File: src/rtl/fifo_frame_reader.sv
// Pops words from a 1-cycle-latency FIFO read port into a 3-entry skid buffer and streams them as fixed-length frames.
// Define FIFO_FRAME_READER_CHECKSUM_EN to append a mod-2^DATA_WIDTH checksum word after each frame.
module fifo_frame_reader #(
    parameter int unsigned DATA_WIDTH = 16,
    parameter int unsigned FRAME_LEN  = 8
) (
    input  logic                  clk,
    input  logic                  rst,
    input  logic                  fifo_empty,
    input  logic [DATA_WIDTH-1:0] fifo_data,
    output logic                  fifo_rd_en,
    output logic [DATA_WIDTH-1:0] m_data,
    output logic                  m_valid,
    input  logic                  m_ready,
    output logic                  m_last,
    output logic [15:0]           frame_cnt,
    output logic                  busy
);

    localparam logic [15:0] LAST_IDX = 16'(FRAME_LEN - 1);

`ifdef FIFO_FRAME_READER_CHECKSUM_EN
    typedef enum logic {S_DATA, S_CSUM} state_t;
    logic [DATA_WIDTH-1:0] csum, csum_next;
`else
    typedef enum logic {S_DATA} state_t;
`endif

    state_t                state, state_next;
    logic [DATA_WIDTH-1:0] skid [3];
    logic [1:0]            head, tail, occ;
    logic                  infl;
    logic [15:0]           widx, widx_next, frame_cnt_next;
    logic                  push, pop;

    function automatic logic [1:0] wrap_inc(input logic [1:0] p);
        return (p == 2'd2) ? 2'd0 : p + 2'd1;
    endfunction

    // occ + infl counts buffer slots already claimed, so a read is only issued when its word is guaranteed a slot
    assign fifo_rd_en = !rst && !fifo_empty && (({1'b0, occ} + {2'b00, infl}) < 3'd3);
    assign push       = infl;
    assign busy       = (occ != 2'd0) || infl || (widx != 16'd0) || (state != S_DATA);

    always_ff @(posedge clk or posedge rst) begin
        if (rst) begin
            for (int unsigned i = 0; i < 3; i++) skid[i] <= '0;
            head <= '0;
            tail <= '0;
            occ  <= '0;
            infl <= 1'b0;
        end else begin
            infl <= fifo_rd_en;
            if (push) begin
                skid[tail] <= fifo_data;
                tail       <= wrap_inc(tail);
            end
            if (pop) head <= wrap_inc(head);
            case ({push, pop})
                2'b10:   occ <= occ + 2'd1;
                2'b01:   occ <= occ - 2'd1;
                default: ;
            endcase
        end
    end

    always_ff @(posedge clk or posedge rst) begin
        if (rst) begin
            state     <= S_DATA;
            widx      <= '0;
            frame_cnt <= '0;
`ifdef FIFO_FRAME_READER_CHECKSUM_EN
            csum      <= '0;
`endif
        end else begin
            state     <= state_next;
            widx      <= widx_next;
            frame_cnt <= frame_cnt_next;
`ifdef FIFO_FRAME_READER_CHECKSUM_EN
            csum      <= csum_next;
`endif
        end
    end

    always_comb begin
        state_next     = state;
        widx_next      = widx;
        frame_cnt_next = frame_cnt;
        m_valid        = 1'b0;
        m_last         = 1'b0;
        m_data         = skid[head];
        pop            = 1'b0;
`ifdef FIFO_FRAME_READER_CHECKSUM_EN
        csum_next      = csum;
        if (state == S_CSUM) begin
            // checksum word is generated here, so the skid buffer is left untouched
            m_valid = 1'b1;
            m_last  = 1'b1;
            m_data  = csum;
            if (m_ready) begin
                csum_next      = '0;
                widx_next      = '0;
                frame_cnt_next = frame_cnt + 16'd1;
                state_next     = S_DATA;
            end
        end else
`endif
        begin
            m_valid = (occ != 2'd0);
`ifndef FIFO_FRAME_READER_CHECKSUM_EN
            m_last  = m_valid && (widx == LAST_IDX);
`endif
            if (m_valid && m_ready) begin
                pop = 1'b1;
`ifdef FIFO_FRAME_READER_CHECKSUM_EN
                csum_next = csum + skid[head];
`endif
                if (widx == LAST_IDX) begin
`ifdef FIFO_FRAME_READER_CHECKSUM_EN
                    state_next = S_CSUM;
`else
                    widx_next      = '0;
                    frame_cnt_next = frame_cnt + 16'd1;
`endif
                end else begin
                    widx_next = widx + 16'd1;
                end
            end
        end
    end

endmodule
File: config.mk
export PLATFORM = sky130hd
export DESIGN_NAME = fifo_frame_reader
export DESIGN_NICKNAME = d
export VERILOG_FILES = /design/src/rtl/fifo_frame_reader.sv
export SDC_FILE = /design/constraint.sdc
export NUM_CORES = 1
export LEC_CHECK = 0
export BUFFER_PORTS_ARGS = -buffer_cell sky130_fd_sc_hd__buf_4
export CAP_MARGIN = 40
export CORE_MARGIN = 2
export CORE_UTILIZATION = 40
export DETAILED_ROUTE_END_ITERATION = 8
export HOLD_SLACK_MARGIN = 0.05
export SLEW_MARGIN = 20
export SYNTH_ARGS = -nofsm -noshare
export SYNTH_HDL_FRONTEND = slang
export SYNTH_SLANG_ARGS = --single-unit
File: constraint.sdc
create_clock -name clk -period 2.95 [get_ports clk]
set_clock_uncertainty 0.05 [all_clocks]
set_input_delay 0.4425 -clock clk [delete_from_list [all_inputs] [get_ports clk]]
set_output_delay 0.4425 -clock clk [all_outputs]
set_load 0.02 [all_outputs]
# [Word-level counts from Yosys, hierarchy flattened]
# Cells that the tools add are included.
# W data, S select, Z words.
[word_totals] wordCells=51 out_inout_bits=36 reg_bits=87 inputBits=20
[classes] bitwise=2 reduce_logical=13 add_sub_neg=7 eq_ne=5 n_mux=11 magnitude_cmp=4
[op_table] operator="$mux W16" n=4
[op_table] operator="$bwmux W48" n=1
[op_table] operator="$add A16 B1 Y16 const B" n=2
[op_table] operator="$bmux W16 S2" n=1
[op_table] operator="$demux W16 S2" n=1
[op_table] operator="$eq A16 B3 Y1 const B" n=1
[op_table] operator="$reduce_bool A16 Y1" n=1
[op_table] operator="$add A2 B1 Y2 const B" n=3
[op_table] operator="$eq A2 B2 Y1 const B" n=3
[op_table] operator="$ge A3 B3 Y1 const B" n=2
[op_table] operator="$not A2 Y3" n=2
[op_table] operator="$logic_and A1 B1 Y1" n=5
[op_table] operator="$mux W2" n=2
[op_table] operator="$pmux W2 S2" n=1
[op_table] operator="$reduce_bool A2 Y1" n=2
[op_table] operator="$add A2 B1 Y3" n=1
[op_table] operator="$lt A3 B1 Y1 const B" n=1
[op_table] operator="$lt A3 B2 Y1 const B" n=1
[op_table] operator="$eq A2 B1 Y1 const B" n=1
[op_table] operator="$logic_not A1 Y1" n=2
[op_table] operator="$logic_or A1 B1 Y1" n=2
[op_table] operator="$reduce_and A2 Y1" n=1
[op_table] operator="$sub A2 B1 Y2 const B" n=1
[op_table] operator="$mux W1" n=1

# [Depth between registers and ports, before layout]
# Gate-level depths: netlist of the first run.
[logic_depth] word_depth=6 mapped_depth=7 mapped_depth_nobuf=6

# [Worst setup path before layout of the first run]
# OpenSTA, ideal clock, no wires.
[synth_timing] kind="register to output" start="reg infl" end="out fifo_rd_en" path_buffers=0 arrival_time_ns=2.068 required_ns=2.457 stages_incl_launch_ff=4 setup_slack_ns=0.390 path_cell_list="dfrtp_1 ha_1 ha_1 a2111oi_0"
[synth_between] elab_chain_cells=3
[synth_lines] item="start: declaration" line="32" rtl="logic infl;"
[synth_lines] item="start signal: assignment" line="53" rtl="infl <= fifo_rd_en;"
[synth_lines] item="$add A2 B1 Y3" line="41" rtl="assign fifo_rd_en = !rst && !fifo_empty && (({1'b0, occ} + {2'b00, infl}) < 3'd3);"
[synth_lines] item="$lt A3 B2 Y1" line="41"
[synth_lines] item="$logic_and A1 B1 Y1" line="41"
[synth_lines] item="end: declaration" line="11" rtl="output logic fifo_rd_en,"
# No other way between the ends.

# [Worst setup path after layout of the first run]
[layout_timing] start="reg occ[0]" end="out fifo_rd_en"
[layout_between] elab_chain_cells=3
[layout_lines] item="start: declaration" line="31" rtl="logic [1:0] head, tail, occ;"
[layout_lines] item="start signal: assignment" line="60" rtl="2'b10: occ <= occ + 2'd1;"
[layout_lines] item="start signal: assignment" line="61" rtl="2'b01: occ <= occ - 2'd1;"
[layout_lines] item="$add A2 B1 Y3" line="41"
[layout_lines] item="$lt A3 B2 Y1" line="41"
[layout_lines] item="$logic_and A1 B1 Y1" line="41"
# No other way between the ends.

==> impl_metrics.env, run 1 <==
export IMPL_p_leak_uw=0.00222
export IMPL_htree_levels=3
export IMPL_clockBufferDepth=2
export IMPL_period_minus_slack_ns=2.64
export IMPL_rows=36
export IMPL_core_um2=9820
export IMPL_firstDrtPassIters=6
export IMPL_timing_final_crit_share_pct=89.6
export IMPL_post_cts_resized=0
export IMPL_power_density_nw_per_um2=974
export IMPL_die_y_um=105
export IMPL_syn_nets=358
export IMPL_crit_path_top_delay_cell="a2111oi_0"
export IMPL_grt_max_degree=39
export IMPL_outcome="finished, final reports clean"
export IMPL_dpl_cell_count=514
export IMPL_multi_input_area_um2=1790
export IMPL_synthCells=332
export IMPL_netSwitchingPower_uw=1750
export IMPL_arrival_ns=2.15
export IMPL_path_common_cell="ha_1"
export IMPL_cp_data_required_time_ns=2.46
export IMPL_num_antenna_cells=0
export IMPL_setup_viol=0
export IMPL_ant_nets=0
export IMPL_synthesis_yosys_warnings=0
export IMPL_postRouteWirelength_um=7880
export IMPL_hp_class="input port to asynchronous set/reset pin"
export IMPL_peakVddDrop_v=0.000460
export IMPL_ios=56
export IMPL_slew_headroom_pct=45.5
export IMPL_syn_area_um2=4080
export IMPL_ys_ff_latch=87
export IMPL_gp_congestion=0.767
export IMPL_viasPerCell=5.00
export IMPL_pwr_share_comb_pct=40.8
export IMPL_grtUsageTotal_pct=15.1
export IMPL_first_iter_violations=70
export IMPL_start_util_pct=41.5
export IMPL_cts_tree="done"
export IMPL_rsz0062_at_grt="false"
export IMPL_fin_util_pct=49.4
export IMPL_fin_cells=530
export IMPL_synth_distinct_cells=36
export IMPL_power_frac_seq_pct=41.0
export IMPL_path_max_fanout=7
export IMPL_drv_cap=0
export IMPL_finalHoldViolCount=0
export IMPL_syn_to_final_growth_pct=19.0
export IMPL_grt_pass1_wl_um=13300
export IMPL_vias=2650
export IMPL_gr_total_overflow=0
export IMPL_path_buf_inv=1
export IMPL_synth_area_per_cell_um2=12.3
export IMPL_fillCellCount=926
export IMPL_switching_share_pct=37.1
export IMPL_fmaxAchievable_mhz=378
export IMPL_clock_latency_ns=0.35
export IMPL_startpoint_type="flip-flop"
export IMPL_crit_chain="ha_1 -> ha_1 -> a2111oi_0 -> buf_4"
export IMPL_tns_ns=0
export IMPL_final_nets=418
export IMPL_wire_per_inst_um=14.9
export IMPL_antenna_found_initial=0
export IMPL_endpoint_kind="output port"
export IMPL_critPathMaxStageDelay_ns=0.55
export IMPL_hold_buffers=0
export IMPL_post_cts_buffers=0
export IMPL_clkTransAtPathRegs_ns=0.09
export IMPL_path_class="flip-flop to output port"
export IMPL_power_internal_uw=2970
export IMPL_clkPwrFrac_pct=18.2
export IMPL_grt_pass1_vias=2617
export IMPL_slew_viol_final=0
export IMPL_drc=0
export IMPL_dp_hpwl_um=5270
export IMPL_yosysSeqAreaShare_pct=53.4
export IMPL_dieWidth_um=105
export IMPL_critPathTopFamily="compound AO/OA/AOI/OAI gates"
export IMPL_cts_sinks=87
export IMPL_die_area_um2=11000
export IMPL_root_buffer="clkbuf_8"
export IMPL_numCtsBuffers=9
export IMPL_io_buffers=55
export IMPL_worst_pin_slew_ns=0.817
export IMPL_register_area_um2=2180
export IMPL_layout_drive_gt1_share_pct=36.8
==> cell families after synthesis <==
logic type      synth area share (%)
buf+inv                         2.79
xor+xnor                        6.88
fa+ha+maj                       1.84
simple gates                    13.5
mux                             17.5
flops                           53.4
compound gates                  4.08
==> final cells by class <==
type | count | share of cell area (%)
inverter | 10 | 0.800
timing repair buffer | 62 | 9.85
clock inverter | 6 | 1.39
tap | 133 | 3.43
clock buffer | 10 | 2.84
sequential | 87 | 44.9
multi-input combinational | 222 | 36.8
==> cell usage after synthesis <==
master / number / share of area, %
dfrtp_1: 87 / 53
mux2_2: 49 / 14
nand2_1: 36 / 3.3
o21ai_0: 18 / 2.2
xor2_1: 18 / 3.9
mux2i_1: 16 / 3.9
xnor2_1: 14 / 3.0
nand3_1: 11 / 1.4
inv_1: 10 / 0.92
nor2_1: 9 / 0.83
nor3_1: 8 / 0.98
nor3_2: 8 / 2.0
buf_2: 6 / 0.74
ha_1: 6 / 1.8
nand4_1: 4 / 0.61
and3_1: 3 / 0.46
clkbuf_1: 3 / 0.28
nor4_2: 3 / 0.92
a21o_1: 2 / 0.37
and4_1: 2 / 0.43
buf_6: 2 / 0.55
nor4_4: 2 / 1.0
or3_1: 2 / 0.31
a2111oi_0: 1 / 0.21
and2_1: 1 / 0.15
and3_2: 1 / 0.18
buf_4: 1 / 0.18
clkbuf_2: 1 / 0.12
nand4_4: 1 / 0.52
nor2b_1: 1 / 0.15
nor4_1: 1 / 0.15
o2111a_1: 1 / 0.28
o2111ai_4: 1 / 0.64
o21ai_2: 1 / 0.21
o22ai_1: 1 / 0.15
or2_2: 1 / 0.15
==> placed cells by master (no fill, tap or decap), types with 9 or more instances in the layout <==
| cell type | count |
|---|---|
| buf_4 | 61 |
| clkbuf_8 | 10 |
| dfrtp_1 | 87 |
| inv_1 | 9 |
| mux2_2 | 49 |
| mux2i_1 | 16 |
| nand2_1 | 36 |
| nand3_1 | 11 |
| nor2_1 | 9 |
| o21ai_0 | 18 |
| xnor2_1 | 14 |
| xor2_1 | 18 |
==> power groups by stage <==
stage / sequential [uW] / combinational (uW) / clock, uW
after CTS: 1940 / 1960 / 887
after detailed placement: 1960 / 1960 / 0
after global placement: 1940 / 1930 / 0
final: 1940 / 1930 / 858
after global routing: 2000 / 2110 / 933
after floorplan: 1860 / 1410 / 0
==> metrics by stage <==
stage / setup WS [ns] / hold WS [ns] / total power (uW) / cell area, um2
4_1_cts: 0.300 / 0.147 / 4790 / 4850
5_1_grt: 0.199 / 0.179 / 5040 / 4850
2_1_floorplan: 0.207 / 0.417 / 3260 / 4080
3_5_place_dp: 0.707 / 0.417 / 3920 / 4650
6_report: 0.307 / 0.138 / 4720 / 4850
3_3_place_gp: 0.730 / 0.416 / 3870 / 4650
==> routing by layer <==
metal / global-route usage (%) / wire, um
met5: 0 / 0
met4: 3.24 / 65
met3: 4.18 / 372
met2: 24.7 / 3720
met1: 20.1 / 3720
==> final timing paths <==
| check | slack, ns | cells after the start | from | end |
|---|---|---|---|---|
| min in group clk | 0.23 | 2 | fifo_empty | infl |
| setup / recovery | 0.31 | 4 | occ[0] | fifo_rd_en |
| max in group asynchronous | 2.04 | 3 | rst | occ[1] |
| hold / removal | 0.14 | 2 | rst | frame_cnt[9] |
| hold reg to reg | 0.43 | 1 | frame_cnt[15] | frame_cnt[15] |
| setup reg to reg | 0.92 | 4 | widx[11] | frame_cnt[1] |
==> flip-flops by register name, indices dropped and copies added, names as in the netlist <==
register   flops
occ            2
tail           2
infl           1
widx          16
frame_cnt     16
head           2
skid          48
No activity file was read; power rests on OpenSTA's default activity.
==> run 2, diff against run 1 <==
==> constraint.sdc (replaced) <==
create_clock -name clk -period 2.3 [get_ports clk]
set_clock_uncertainty 0.05 [all_clocks]
set_input_delay 0.46 -clock clk [delete_from_list [all_inputs] [get_ports clk]]
set_output_delay 0.46 -clock clk [all_outputs]
set_load 0.02 [all_outputs]
==> impl_metrics.env, run 2 (same netlist as run 1, synthesis figures left out) <==
export IMPL_ios=56
export IMPL_worst_pin_slew_ns=0.588
export IMPL_syn_to_final_growth_pct=22.7
export IMPL_power_density_nw_per_um2=1240
export IMPL_root_buffer="clkbuf_8"
export IMPL_fmaxAchievable_mhz=438
export IMPL_regMostFlops="skid"
export IMPL_fin_cells=541
export IMPL_cts_tree="done"
export IMPL_drv_cap=0
export IMPL_hold_buffers=0
export IMPL_fillCellCount=914
export IMPL_dp_hpwl_um=5380
export IMPL_cts_sinks=87
export IMPL_peakVddDrop_v=0.000464
export IMPL_htree_levels=3
export IMPL_rsz0062_at_grt="true"
export IMPL_viasPerCell=4.98
export IMPL_arrival_ns=1.77
export IMPL_grt_pass1_wl_um=13800
export IMPL_clock_latency_ns=0.35
export IMPL_die_y_um=105
export IMPL_dpl_cell_count=518
export IMPL_vias=2693
export IMPL_path_class="flip-flop to output port"
export IMPL_path_buf_inv=1
export IMPL_clockBufferDepth=2
export IMPL_num_antenna_cells=0
export IMPL_register_area_um2=2180
export IMPL_postRouteWirelength_um=7960
export IMPL_largest_reg_flops=48
export IMPL_fin_util_pct=50.9
export IMPL_critPathTopFamily="simple AND/OR/NAND/NOR gates"
export IMPL_crit_chain="nor4_4 -> nand4_4 -> or3_4 -> buf_4"
export IMPL_final_nets=429
export IMPL_drc=0
export IMPL_worst_slack_ns=0.0179
export IMPL_gp_congestion=0.800
export IMPL_pre_cts_ws_ns=0.281
export IMPL_die_area_um2=11000
export IMPL_numCtsBuffers=9
export IMPL_slew_headroom_pct=60.7
export IMPL_r2r_start="widx[8]"
export IMPL_finalHoldViolCount=0
export IMPL_gr_total_overflow=0
export IMPL_r2r_worst_path_cells=6
export IMPL_first_iter_violations=89
export IMPL_period_minus_slack_ns=2.28
export IMPL_hp_class="input port to asynchronous set/reset pin"
export IMPL_critPathMaxStageDelay_ns=0.44
export IMPL_startpoint_type="flip-flop"
export IMPL_start_util_pct=41.5
export IMPL_rows=36
export IMPL_crit_path_top_delay_cell="dfrtp_2"
export IMPL_rr_endpoint="frame_cnt[1]"
export IMPL_io_buffers=55
export IMPL_grt_max_degree=38
export IMPL_wire_per_inst_um=14.7
export IMPL_top_regs="skid: 48 flops, frame_cnt: 16 flops, widx: 16 flops"
export IMPL_slew_viol_final=0
export IMPL_grtUsageTotal_pct=15.6
export IMPL_dieWidth_um=105
export IMPL_path_max_fanout=3
export IMPL_setup_viol=0
export IMPL_core_um2=9820
export IMPL_firstDrtPassIters=4
export IMPL_mostFrequentLayoutCells="dfrtp_1, buf_4, mux2_2, nand2_1"
export IMPL_multi_input_area_um2=1830
export IMPL_cp_data_required_time_ns=1.79
export IMPL_antenna_found_initial=0
export IMPL_clkTransAtPathRegs_ns=0.09
export IMPL_endpoint_kind="output port"
export IMPL_outcome="finished, final reports clean"
export IMPL_p_leak_uw=0.00227
export IMPL_final_common_cell="dfrtp_1"
export IMPL_grt_pass1_vias=2818
export IMPL_ant_nets=0
export IMPL_hold_ws_ns=0.140
export IMPL_r2r_slack_ns=0.29
export IMPL_layout_drive_gt1_share_pct=40.7
export IMPL_timing_final_crit_share_pct=99.2
## run 2: cell types whose count changed in the layout (fill, tap and decap cells not counted), sizes merged
cell	change
inv	-1
clkinv	-1
buf	+11
clkinvlp	+2
## run 2: power by group
| group | total, uW | internal, uW | leakage, uW | switching [uW] |
|---|---|---|---|---|
| combinational | 2690 | 1310 | 0.00111 | 1380 |
| clock | 1070 | 508 | 0.0000891 | 564 |
| sequential | 2440 | 2090 | 0.00107 | 351 |
| total | 6200 | 3900 | 0.00227 | 2300 |
## run 2: metrics by stage
| stage | power [uW] | cell area (um2) | setup TNS [ns] |
|---|---|---|---|
| after global routing | 6640 | 5000 | -0.0729 |
| after global placement | 5050 | 4700 | 0 |
| after floorplan | 4200 | 4090 | 0 |
| after detailed placement | 5120 | 4700 | 0 |
| after CTS | 6220 | 4950 | 0 |
| final | 6200 | 5000 | 0 |
## run 2: worst max path at each step
stage	startpoint	endpoint	slack, ns	cells past startpoint
2_1_floorplan	widx[11]	busy	0.24	4
3_3_place_gp	widx[11]	busy	0.30	4
3_5_place_dp	widx[11]	busy	0.28	4
4_1_cts	widx[8]	busy	0.004	4
5_1_grt	occ[0]	busy	-0.04	4
6_report	widx[8]	busy	0.02	4
## run 2: metal layers
layer / track usage [%] / wire length, um
met5: 0 / 0
met4: 4.19 / 105
met3: 4.43 / 381
met2: 24.8 / 3720
met1: 20.9 / 3750
## run 2: what timing repair did
action	in CTS	in global routing
endpoints found under the setup margin	3	5
pin swaps	4	2
resized for setup	5	5
buffers inserted	4	2
## run 2: layout make-up
| class | instances | area share (%) |
|---|---|---|
| clock inverters | 6 | 1.40 |
| well taps | 133 | 3.33 |
| multi-input cells | 222 | 36.6 |
| repair buffers | 73 | 11.6 |
| clock buffers | 10 | 2.55 |
| flip-flops and latches | 87 | 43.6 |
| inverters | 10 | 0.826 |
==> run 3, diff against run 2 <==
Clock period 2.3 ns to 1.9 ns, I/O delays scaled along.
==> impl_metrics.env, run 3 (same netlist as run 1, synthesis figures left out) <==
export IMPL_clockBufferDepth=2
export IMPL_firstDrtPassIters=4
export IMPL_postRouteWirelength_um=8190
export IMPL_timing_final_crit_share_pct=114
export IMPL_largest_reg_flops=48
export IMPL_fillCellCount=902
export IMPL_top_regs="skid: 48 flops, frame_cnt: 16 flops, widx: 16 flops"
export IMPL_drc=0
export IMPL_path_class="flip-flop to output port"
export IMPL_viasPerCell=4.98
export IMPL_gr_total_overflow=0
export IMPL_wl_met1_um=3710
export IMPL_grtUsageTotal_pct=15.6
export IMPL_p_leak_uw=0.00246
export IMPL_layout_drive_gt1_share_pct=51.3
export IMPL_final_common_cell="dfrtp_1"
export IMPL_cp_data_required_time_ns=1.47
export IMPL_cts_sinks=87
export IMPL_rsz0062_at_grt="true"
export IMPL_final_nets=443
export IMPL_top_layer="met4"
export IMPL_regMostFlops="skid"
export IMPL_root_buffer="clkbuf_8"
export IMPL_grt_pass1_vias=2832
export IMPL_r2r_start="widx[8]"
export IMPL_ios=56
export IMPL_gp_congestion=0.733
export IMPL_core_um2=9820
export IMPL_num_antenna_cells=0
export IMPL_route_met2_wl_um=4110
export IMPL_clkTransAtPathRegs_ns=0.09
export IMPL_power_density_nw_per_um2=1570
export IMPL_hold_ws_ns=0.0732
export IMPL_numCtsBuffers=9
export IMPL_setup_viol=12
export IMPL_worst_slack_ns=-0.262
export IMPL_rows=36
export IMPL_io_buffers=55
export IMPL_outcome="complete, but fails checks"
export IMPL_dieWidth_um=105
export IMPL_ant_nets=0
export IMPL_die_y_um=105
export IMPL_hp_class="input port to asynchronous set/reset pin"
export IMPL_slew_viol_final=0
export IMPL_startpoint_type="flip-flop"
export IMPL_worst_pin_slew_ns=0.618
export IMPL_period_minus_slack_ns=2.16
export IMPL_endpoint_kind="output port"
export IMPL_htree_levels=3
export IMPL_die_area_um2=11000
export IMPL_slew_headroom_pct=58.7
export IMPL_wl_met3_um=297
export IMPL_fmaxAchievable_mhz=463
export IMPL_pre_cts_ws_ns=0.0116
export IMPL_peakVddDrop_v=0.00105
export IMPL_antenna_found_initial=0
export IMPL_grt_max_degree=26
export IMPL_first_iter_violations=77
export IMPL_hold_buffers=0
export IMPL_arrival_ns=1.73
export IMPL_clock_latency_ns=0.35
export IMPL_failed_checks="negative setup slack"
export IMPL_syn_to_final_growth_pct=33.2
export IMPL_cp_startpoint="widx[8]"
export IMPL_path_max_fanout=3
export IMPL_start_util_pct=41.5
export IMPL_cts_tree="done"
export IMPL_mostFrequentLayoutCells="dfrtp_1, buf_4, mux2_2, nand2_1, xor2_1"
export IMPL_vias=2760
export IMPL_drv_cap=0
export IMPL_wire_per_inst_um=14.8
export IMPL_dp_hpwl_um=5530
export IMPL_grt_pass1_wl_um=13800
export IMPL_finalHoldViolCount=0
-- run 3: final timing paths --
path | depth (start not counted) | end | slack (ns)
setup reg to reg | 5 | frame_cnt[1] | 0.14
hold / removal | 2 | widx[0] | 0.07
hold reg to reg | 1 | frame_cnt[15] | 0.43
max in group asynchronous | 3 | frame_cnt[13] | 1.22
setup / recovery | 4 | busy | -0.26
min in group clk | 2 | skid[11] | 0.22
-- run 3: metrics by stage --
| stage | area (um2) | TNS, ns | cells | util [%] | total power, uW |
|---|---|---|---|---|---|
| finish | 5430 | -0.848 | 554 | 55.3 | 8510 |
| global route | 5430 | -2.28 | 554 | 55.3 | 9050 |
| CTS | 5190 | -1.05 | 554 | 52.9 | 7950 |
| detailed placement | 4880 | 0 | 533 | 49.7 | 6340 |
| global placement | 4880 | 0 | 533 | 49.7 | 6230 |
| floorplan | 4110 | 0 | 332 | - | 5110 |
-- run 3: worst max-delay path: stages, from the launching register on --
cell     delay [ns]
dfrtp_1        0.42
nor4_4         0.33
nand4_4        0.15
or3_4          0.36
buf_6          0.14
-- run 3: final cells by class --
class	count	area [um2]	area share [%]
multi-input cells	222	2030	37.5
clock buffers	9	124	2.28
repair buffers	87	816	15.0
clock inverters	6	70.1	1.29
flip-flops and latches	87	2180	40.1
inverters	10	41.3	0.761
well taps	133	166	3.07
-- run 3: what timing repair did --
action / 4_1_cts / 5_1_grt
pin swaps: 11 / 10
endpoints found under the setup margin: 19 / 28
resized for setup: 27 / 64
gates cloned: 2 / 0
buffers inserted: 4 / 1
-- run 3: per-layer routing --
metal  vias to the layer above  track usage, %
met5                         -               0
met2                        50            26.2
li1                       1328               -
met4                         0            3.62
met1                      1375            20.2
met3                         7            4.24
-- run 3: power by group --
group / switching [uW] / total, uW / internal [uW]
clock network: 670 / 1280 / 610
logic: 2010 / 4190 / 2170
registers: 511 / 3040 / 2530
total: 3200 / 8510 / 5310
